<file path="src/rtl/display_pkg.sv">
// ============================================================================
// Module   : display_pkg
// Purpose  : Shared types and elaboration helpers for the display PWM decoder.
//            DISPLAY_PWM_STAGGER_EN selects staggered per-channel phase offsets.
// Revision : 1.0 - initial release
// ============================================================================
`default_nettype none

package display_pkg;

    typedef enum logic [0:0] {
        IDLE = 1'b0,
        RUN  = 1'b1
    } state_t;

`ifdef DISPLAY_PWM_STAGGER_EN
    localparam int c_stagger_en = 1;
`else
    localparam int c_stagger_en = 0;
`endif

    // PWM period in ticks; the all-ones value therefore means "always on".
    function automatic int period_of(input int cyclewidth);
        return (1 << cyclewidth) - 1;
    endfunction

    // Phase offset of one channel; zero for every channel when stagger is off.
    function automatic int offset_of(input int channel, input int period, input int nchannels);
        return ((channel * period) / nchannels) * c_stagger_en;
    endfunction

endpackage

`default_nettype wire

</file>
<file path="src/rtl/display_pwm_channel.sv">
// ============================================================================
// Module   : display_pwm_channel
// Purpose  : One PWM channel: phase offset with wrap, compare, output register.
// Revision : 1.0 - initial release
// ============================================================================
`default_nettype none

module display_pwm_channel
    import display_pkg::*;
#(
    parameter int cyclewidth = 8,
    parameter int offset     = 0
) (
    input  logic                  clk,
    input  logic                  rst,
    input  logic                  i_run,
    input  logic [cyclewidth-1:0] i_count,
    input  logic [cyclewidth-1:0] i_value,
    output logic                  o_out
);

    localparam logic [cyclewidth:0] c_period = (cyclewidth + 1)'(period_of(cyclewidth));
    localparam logic [cyclewidth:0] c_offset = (cyclewidth + 1)'(offset);

    logic [cyclewidth:0]   w_sum;
    logic [cyclewidth-1:0] w_phase;
    logic                  r_out;

    // Counter and offset are both below the period, so one subtraction wraps.
    always_comb begin
        w_sum   = {1'b0, i_count} + c_offset;
        w_phase = (w_sum >= c_period) ? cyclewidth'(w_sum - c_period)
                                      : w_sum[cyclewidth-1:0];
    end

    always_ff @(posedge clk) begin
        if (rst) begin
            r_out <= 1'b0;
        end else begin
            r_out <= i_run && (i_value > w_phase);
        end
    end

    assign o_out = r_out;

endmodule

`default_nettype wire

</file>
<file path="src/rtl/display_pwm_decoder.sv">
// ============================================================================
// Module   : display_pwm_decoder
// Purpose  : Double-buffered per-channel PWM generator for LED column drivers.
//            Define DISPLAY_PWM_STAGGER_EN to stagger channel phase offsets.
// Revision : 1.0 - initial release
// ============================================================================
`default_nettype none

module display_pwm_decoder
    import display_pkg::*;
#(
    parameter int segments   = 1,
    parameter int cyclewidth = 8,
    parameter int prescale   = 1
) (
    input  logic                             clk,
    input  logic                             rst,
    input  logic                             enable,
    input  logic [cyclewidth*3*segments-1:0] cpixel,
    input  logic                             cpixel_valid,
    output logic                             cpixel_ready,
    output logic [3*segments-1:0]            out,
    output logic                             period_start
);

    localparam int c_nch    = 3 * segments;
    localparam int c_width  = cyclewidth * c_nch;
    localparam int c_period = period_of(cyclewidth);
    localparam int c_pw     = (prescale > 1) ? $clog2(prescale) : 1;

    localparam logic [cyclewidth-1:0] c_count_max = cyclewidth'(c_period - 1);
    localparam logic [c_pw-1:0]       c_presc_max = c_pw'(prescale - 1);

    state_t                r_state;
    logic [c_pw-1:0]       r_presc;
    logic [cyclewidth-1:0] r_count;
    logic [c_width-1:0]    r_active;
    logic [c_width-1:0]    r_pending;
    logic                  r_pend_full;
    logic                  r_period_start;

    logic w_tick;
    logic w_run;
    logic w_boundary;
    logic w_accept;

    assign cpixel_ready = !r_pend_full && !rst;
    assign period_start = r_period_start;

    always_comb begin
        w_tick     = (r_presc == c_presc_max);
        w_run      = (r_state == RUN) && enable;
        w_boundary = ((r_state == IDLE) && enable)
                  || (w_run && w_tick && (r_count == c_count_max));
        w_accept   = cpixel_valid && cpixel_ready;
    end

    always_ff @(posedge clk) begin
        if (rst) begin
            r_state        <= IDLE;
            r_presc        <= '0;
            r_count        <= '0;
            r_active       <= '0;
            r_pending      <= '0;
            r_pend_full    <= 1'b0;
            r_period_start <= 1'b0;
        end else begin
            r_period_start <= w_boundary;

            if (!enable) begin
                r_state <= IDLE;
                r_presc <= '0;
                r_count <= '0;
            end else if (w_boundary) begin
                r_state <= RUN;
                r_presc <= '0;
                r_count <= '0;
            end else if (w_tick) begin
                r_presc <= '0;
                r_count <= r_count + 1'b1;
            end else begin
                r_presc <= r_presc + 1'b1;
            end

            // A held pending word always wins the boundary over a fresh input.
            if (w_boundary) begin
                if (r_pend_full) begin
                    r_active    <= r_pending;
                    r_pend_full <= 1'b0;
                end else if (cpixel_valid) begin
                    r_active <= cpixel;
                end
            end else if (w_accept) begin
                r_pending   <= cpixel;
                r_pend_full <= 1'b1;
            end
        end
    end

    generate
        for (genvar c = 0; c < c_nch; c++) begin : g_channel
            display_pwm_channel #(
                .cyclewidth (cyclewidth),
                .offset     (offset_of(c, c_period, c_nch))
            ) u_channel (
                .clk     (clk),
                .rst     (rst),
                .i_run   (w_run),
                .i_count (r_count),
                .i_value (r_active[c*cyclewidth +: cyclewidth]),
                .o_out   (out[c])
            );
        end
    endgenerate

endmodule

`default_nettype wire

</file>
<file path="config.mk">
export PLATFORM = sky130hd
export DESIGN_NAME = display_pwm_decoder
export DESIGN_NICKNAME = d
export VERILOG_FILES = /design/src/rtl/display_pkg.sv /design/src/rtl/display_pwm_channel.sv /design/src/rtl/display_pwm_decoder.sv
export SDC_FILE = /design/constraint.sdc
export NUM_CORES = 1
export LEC_CHECK = 0
export CAP_MARGIN = 20
export CORE_ASPECT_RATIO = 1.4
export CORE_UTILIZATION = 40
export CTS_BUF_LIST = sky130_fd_sc_hd__clkbuf_16
export DETAILED_ROUTE_END_ITERATION = 10
export SYNTH_ARGS = -nofsm -noshare
export SYNTH_HDL_FRONTEND = slang
export SYNTH_HIERARCHICAL = 1
export SYNTH_SLANG_ARGS = --single-unit
</file>
<file path="constraint.sdc">
create_clock -name clk -period 2.1 [get_ports clk]
set_input_delay 0.315 -clock clk [delete_from_list [all_inputs] [get_ports clk]]
set_output_delay 0.315 -clock clk [all_outputs]
set_load 0.02 [all_outputs]
</file>
==> flow_summary_export.csv, run 1 <==
group,metric,value,unit
logic_synthesis,synthArstFlopShare,0,%
worst_setup_path,crit_chain,"ha_1 > and4_1 > and4_4 > mux2i_1 > ha_1 > nor2b_1 > o211ai_1 > a21oi_1 > o21a_1",
worst_setup_path,cp-startpoint,"r_count[0]$_SDFFE_PP0N_",
logic_synthesis,synth.yosys.seq_area_share,32.6,%
worst_setup_path,crit_path_top_delay_cell,"dfxtp_4",
logic_synthesis,post-synth-top-count-cell,"dfxtp_1",
placement,io_buffers,32,
worst_setup_path,crit_fanout,6,
global_route,grt_antenna_before_repair,0,
worst_setup_path,cpMostUsedCell,"ha_1",
routing,dr.first_iter.drc_count,168,
cts,clk_transition_reported_paths,0.05,ns
routing,avgViaCountPerCell,5.57,
cells_and_area,drive_above_1_share,30.6,%
placement,gp_congestion,0.850,
worst_setup_path,r2r_cells,9,
cts,htree_levels,3,
outcome,outcome,"finished with violations",
cts,clock_path_buffers,2,
logic_synthesis,synth.distinct_cells,41,
timing,relSlewSlack,47.5,%
logic_synthesis,synthCells,385,
routing,via_count,3019,
timing,tightest_slew,0.788,ns
flow_run,cap_viol_max_count,0,
worst_setup_path,crit_required,2.33,ns
routing,routed_wirelength,8.73,mm
outcome,failed_checks,"setup timing",
worst_setup_path,worstReg2RegStart,"r_count[0]$_SDFFE_PP0N_",
logic_synthesis,ys.flop_type,"dfxtp_1",
cts,cts_tree,"done",
worst_setup_path,rr_endpoint,"g_channel[1].u_channel/o_out$_SDFF_PP0_",
hold_path,hold_path_class,"input port to flop",
worst_setup_path,arrival,2.35,ns
logic_synthesis,syn_nets,442,
power,leakage,1.66,nW
routing,drt-pass1-iter-count,4,
logic_synthesis,synth.avg_cell_area,10.1,um2
logic_synthesis,yosys.area.top_type,"dfxtp_1",
cts,cts_made_buffers,9,
routing,ant_nets,0,
logic_synthesis,synth.cell_area,3870,um2
timing,fin_ws,-0.0215,ns
die,io_pins,33,
logic_synthesis,synth_common_cells,"dfxtp_1, a21oi_1, ha_1",
die,initial_core_util,41.2,%
worst_setup_path,worst_setup_path_end_kind,"flop",
die,core-area,9410,um2
cts,clk_latency,0.34,ns
cts,cts-root-buf,"clkbuf_16",
worst_setup_path,critical_path_class,"flop to flop",
timing,fmaxAchievable,471,MHz
logic_synthesis,ys.warnings.count,6,
timing,setup_viol,1,
power,finalPower,3.20,mW
die,die_area,10100,um2
timing,maxSlewViolCount,0,
placement,place_ws,-0.127,ns
timing,period_needed,2.12,ns
global_route,overflow,0,
timing,report.final.hold_viol_count,0,
cells_and_area,diodes,0,
logic_synthesis,ys_ff_latch,63,
placement,hpwl,6.03,mm
cells_and_area,fin_nets,484,
logic_synthesis,synth_top_area_share,32.6,%
global_route,grt_pass1_wl,14.9,mm
logic_synthesis,synth_area_leaders,"dfxtp_1, ha_1, mux2i_1",
worst_setup_path,endpoint,"g_channel[1].u_channel/o_out$_SDFF_PP0_",
routing,wl_per_cell,16.1,um
worst_setup_path,max_stage_delay,0.38,ns
timing,rsz0062_at_grt,"true",
worst_setup_path,reg2reg_slack,-0.02,ns
timing,tns,-0.0215,ns
die,fp.dieW,85.1,um
cells_and_area,n_fill_cell,887,
timing,fin_crit_sh,101,%
global_route,grt_pass1_vias,2985,
routing,route.detailed.drc,0,
power,powerDensity,684,nW/um2
die,dieHeight,118,um
die,core.rowCount,42,
logic_synthesis,synth_edf_count,0,
cells_and_area,syn_to_final_growth,20.9,%
cts,holdBufCountCts,0,
timing,finClkSkew,0.00427,ns
global_route,grt_usage,19.2,%
power,vdd_ir_drop_max,0.447,mV
cts,clock-sinks,63,
global_route,grt_max_degree,51,
worst_setup_path,cp-start-kind,"flop",
==> logic make-up after synthesis <==
family | after synthesis | share of synthesized area, %
buffers and inverters | 32 | 5.95
AOI/OAI and AO/OA | 121 | 25.8
adders and majority gates | 29 | 9.37
other | 1 | 0.0969
DFF | 63 | 32.6
muxes | 27 | 6.98
and+or+nand+nor | 102 | 17.0
xor gates and xnor gates | 10 | 2.26
==> flip-flops by register name, summed over array words and instances, names as in the netlist <==
signal	cells
g_channel.u_channel/o_out	3
period_start	1
r_active	24
r_count	8
r_pend_full	1
r_pending	24
r_presc	1
r_state	1
==> power by group <==
part           switching [mW]  internal, mW
logic                   0.248         0.235
registers              0.0423          1.26
clock network           0.523         0.894
total                   0.813          2.39
==> stage by stage <==
stage	hold slack [ns]	cell area [um2]	std cells	utilization, %
2_1_floorplan	0.412	3870	385	-
3_3_place_gp	0.452	4350	523	46.3
3_5_place_dp	0.457	4350	523	46.3
4_1_cts	0.266	4660	542	49.5
5_1_grt	0.269	4680	542	49.8
6_report	0.260	4680	542	49.8
==> per-layer routing <==
| layer | GRT usage (%) | part of all wire [%] | wire (um) | vias up |
|---|---|---|---|---|
| li1 | - | - | - | 1504 |
| met1 | 25.5 | 47 | 4140 | 1442 |
| met2 | 28.3 | 46 | 3980 | 58 |
| met3 | 5.24 | 4.3 | 375 | 15 |
| met4 | 9.53 | 2.7 | 239 | 0 |
| met5 | 0 | 0 | 0 | - |
==> worst min-delay path by stage <==
stage	start	cells past startpoint	end
final	rst	2	r_active[2]$_SDFFE_PP0P_
after global routing	rst	2	r_active[0]$_SDFFE_PP0P_
after CTS	rst	2	r_active[2]$_SDFFE_PP0P_
after detailed placement	r_pending[22]$_SDFFE_PP0P_	2	r_pending[22]$_SDFFE_PP0P_
after global placement	r_pending[8]$_SDFFE_PP0P_	2	r_pending[8]$_SDFFE_PP0P_
after floorplan	enable	1	r_pend_full$_SDFFE_PP0P_
==> critical path, delay by kind of cell, from the launching register on <==
| kind | cells | cell delay (ns) |
|---|---|---|
| compound gates | 3 | 0.45 |
| fa+ha+maj | 2 | 0.40 |
| flops | 1 | 0.38 |
| mux | 1 | 0.20 |
| simple gates | 3 | 0.59 |
==> what timing repair did <==
action                     in CTS  in global routing
pin swaps                       2                  4
cloned                          0                  0
hold endpoints to repair        0                  0
setup buffers                   3                  0
setup endpoints to repair       3                  3
gates resized for setup         3                  3
==> area by class of cell <==
| class | instances | area, um2 | share of cell area, % |
|---|---|---|---|
| clock buffers | 9 | 225 | 4.81 |
| clock inverters | 7 | 53.8 | 1.15 |
| inverters | 4 | 15.0 | 0.321 |
| multi-input cells | 290 | 2410 | 51.5 |
| flip-flops and latches | 63 | 1270 | 27.1 |
| well taps | 110 | 138 | 2.94 |
| repair buffers | 59 | 568 | 12.1 |
==> layout by cell type (no fill, tap or decap), types with 4 or more instances in the layout <==
master	instances
nand4_1	12
and4_1	5
nor2b_1	7
nand3_2	20
nand2_1	22
buf_12	4
nand3_1	6
clkinv_1	5
clkbuf_16	9
a211oi_1	5
clkdlybuf4s50_1	31
a21bo_1	4
buf_4	23
mux2i_1	27
a21oi_1	41
inv_1	4
xnor2_1	7
nor2_1	14
a21oi_2	20
ha_1	28
a211oi_2	20
a21bo_2	20
dfxtp_1	60
No activity file was read; power rests on OpenSTA's default activity.
==> inputs of run 2 (changes only) <==
--- a/config.mk
+++ b/config.mk
@@ -7,9 +7,10 @@
 export LEC_CHECK = 0
 export CAP_MARGIN = 20
 export CORE_ASPECT_RATIO = 1.4
-export CORE_UTILIZATION = 40
+export CORE_UTILIZATION = 35
 export CTS_BUF_LIST = sky130_fd_sc_hd__clkbuf_16
 export DETAILED_ROUTE_END_ITERATION = 10
+export RECOVER_POWER = 100
 export SYNTH_ARGS = -nofsm -noshare
 export SYNTH_HDL_FRONTEND = slang
 export SYNTH_HIERARCHICAL = 1
==> run 2 against run 1 <==
Net effect: the flow still finishes with violations (setup timing); power is 3.4% higher; global-route usage down 2.2 points; highest routed layer unchanged; clock power increased by 8%; flip-flop and latch count unchanged; cell count grew 6.3%; combinational power is 3% lower; register-to-register slack better by 0.02 ns; utilization is 6.2 points lower; clock skew up 0.0035 ns; cell area is 0.67% higher; clock-buffer cell count stayed put.
==> flow_summary_export.csv, run 2 (same netlist as run 1, synthesis figures left out) <==
group,metric,value,unit
outcome,outcome,"finished with violations",
outcome,failed_checks,"setup timing",
flow_run,cap_viol_max_count,0,
die,core-area,10800,um2
die,fp.dieW,90.9,um
placement,gp_congestion,0.842,
timing,maxSlewViolCount,0,
power,leakage,1.67,nW
placement,place_ws,-0.0214,ns
worst_setup_path,cp_top_family,"simple AND/OR/NAND/NOR gates",
power,powerDensity,702,nW/um2
global_route,grt-busiest-layer,"met2",
timing,whs,0.460,ns
cells_and_area,syn_to_final_growth,21.7,%
die,core.rowCount,45,
cells_and_area,fin_nets,487,
placement,io_buffers,32,
die,dieHeight,126,um
power,finalPower,3.31,mW
routing,dr.first_iter.drc_count,212,
routing,via_count,3070,
worst_setup_path,crit_path_top_delay_cell,"dfxtp_4",
cts,holdBufCountCts,0,
power,p_clk_share,46.5,%
cells_and_area,final_cells,576,
routing,routed_wirelength,8.91,mm
worst_setup_path,cp-start-kind,"flop",
timing,tightest_slew,0.558,ns
routing,ant_nets,0,
timing,fin_crit_sh,100,%
cts,clock-sinks,63,
die,io_pins,33,
cts,clk_transition_reported_paths,0.06,ns
timing,fmaxAchievable,475,MHz
timing,setup_viol,1,
global_route,overflow,0,
global_route,grt_util_met1,19.5,%
cells_and_area,finish.utilization,43.6,%
power,internal_power,2.50,mW
routing,avgViaCountPerCell,5.33,
worst_setup_path,arrival,2.33,ns
worst_setup_path,worst_setup_path_end_kind,"flop",
cells_and_area,fin_area,4710,um2
power,power_frac_comb,14.2,%
power,p_sw_share,24.3,%
cts,cts_tree,"done",
timing,finClkSkew,0.00775,ns
die,die_area,11500,um2
cells_and_area,drive_above_1_share,29.9,%
global_route,grt_pass1_vias,3172,
placement,placement.cell_area,4390,um2
worst_setup_path,crit_chain,"ha_4 > and4_1 > and4_4 > mux2i_1 > ha_1 > nor2b_1 > o211ai_1 > a21oi_1 > o21a_1",
timing,tns,-0.00520,ns
timing,rsz0062_at_grt,"true",
timing,period_needed,2.11,ns
cts,cts-root-buf,"clkbuf_16",
power,vdd_ir_drop_max,0.454,mV
global_route,grt_usage,17.0,%
timing,relSlewSlack,62.8,%
global_route,grt_pass1_wl,15.2,mm
timing,fin_ws,-0.00520,ns
placement,dp.cells,556,
placement,hpwl,6.23,mm
timing,report.final.hold_viol_count,0,
routing,route.detailed.drc,0,
cells_and_area,final_common_cell,"dfxtp_1",
worst_setup_path,crit_required,2.33,ns
power,switching_power,804,uW
die,initial_core_util,35.8,%
hold_path,hold_path_class,"flop to flop",
worst_setup_path,max_stage_delay,0.38,ns
cells_and_area,reg_top3,"r_active: 24 flops, r_pending: 24 flops, r_count: 8 flops",
worst_setup_path,critical_path_class,"flop to flop",
cts,clock_path_buffers,2,
power,pwr-share-seq,39.3,%
routing,drt-pass1-iter-count,4,
cells_and_area,diodes,0,
cts,clk_latency,0.34,ns
worst_setup_path,crit_fanout,5,
global_route,grt.met3_usage,3.00,%
routing,wl_per_cell,15.5,um
cts,htree_levels,3,
cells_and_area,final_cell_mix,"dfxtp_1, a21oi_1, mux2i_1",
global_route,grt_use_met2,29.0,%
global_route,grt_max_degree,49,
worst_setup_path,crit_buf_inv,0,
cts,cts_made_buffers,9,
global_route,grt_antenna_before_repair,0,
[run 2: repair_timing]
action                                  4_1_cts  5_1_grt
gates resized for setup                       6        7
pin swaps                                     4        6
endpoints found under the setup margin        3        3
setup buffers                                 3        1
[run 2: metal layers]
metal / vias up / share of wire [%]
li1: 1508 / -
met1: 1483 / 44
met2: 57 / 50
met3: 22 / 2.1
met4: 0 / 4.0
met5: - / 0
[run 2: path summary, 6_finish.rpt]
check / end / start / depth (start not counted) / slack (ns)
max: g_channel[1].u_channel/o_out$_SDFF_PP0_ / r_count[1]$_SDFFE_PP0N_ / 9 / -0.005
min: r_pending[8]$_SDFFE_PP0P_ / r_pending[8]$_SDFFE_PP0P_ / 2 / 0.46
max reg2reg: g_channel[1].u_channel/o_out$_SDFF_PP0_ / r_count[1]$_SDFFE_PP0N_ / 9 / -0.005
min reg2reg: r_pending[8]$_SDFFE_PP0P_ / r_pending[8]$_SDFFE_PP0P_ / 2 / 0.46
[run 2: worst min-delay path, cell delays in order (launching register included)]
cell and delay (ns):
dfxtp_1 0.31, nand3_2 0.06, a21oi_2 0.04
[run 2: power groups by stage]
stage	sequential (mW)	clock [mW]	combinational, mW
after global routing	1.31	1.63	0.526
final	1.30	1.54	0.469
after floorplan	1.32	0	0.355
after global placement	1.33	0	0.471
after detailed placement	1.33	0	0.486
after CTS	1.30	1.57	0.490
[run 2: layout make-up]
class / count / area, um2
Inverter: 4 / 15.0
Fill cell: 1083 / 6100
Clock buffer: 9 / 225
Multi-Input combinational cell: 290 / 2380
Tap cell: 141 / 176
Timing Repair Buffer: 62 / 566
Clock inverter: 7 / 80.1
Sequential cell: 63 / 1270
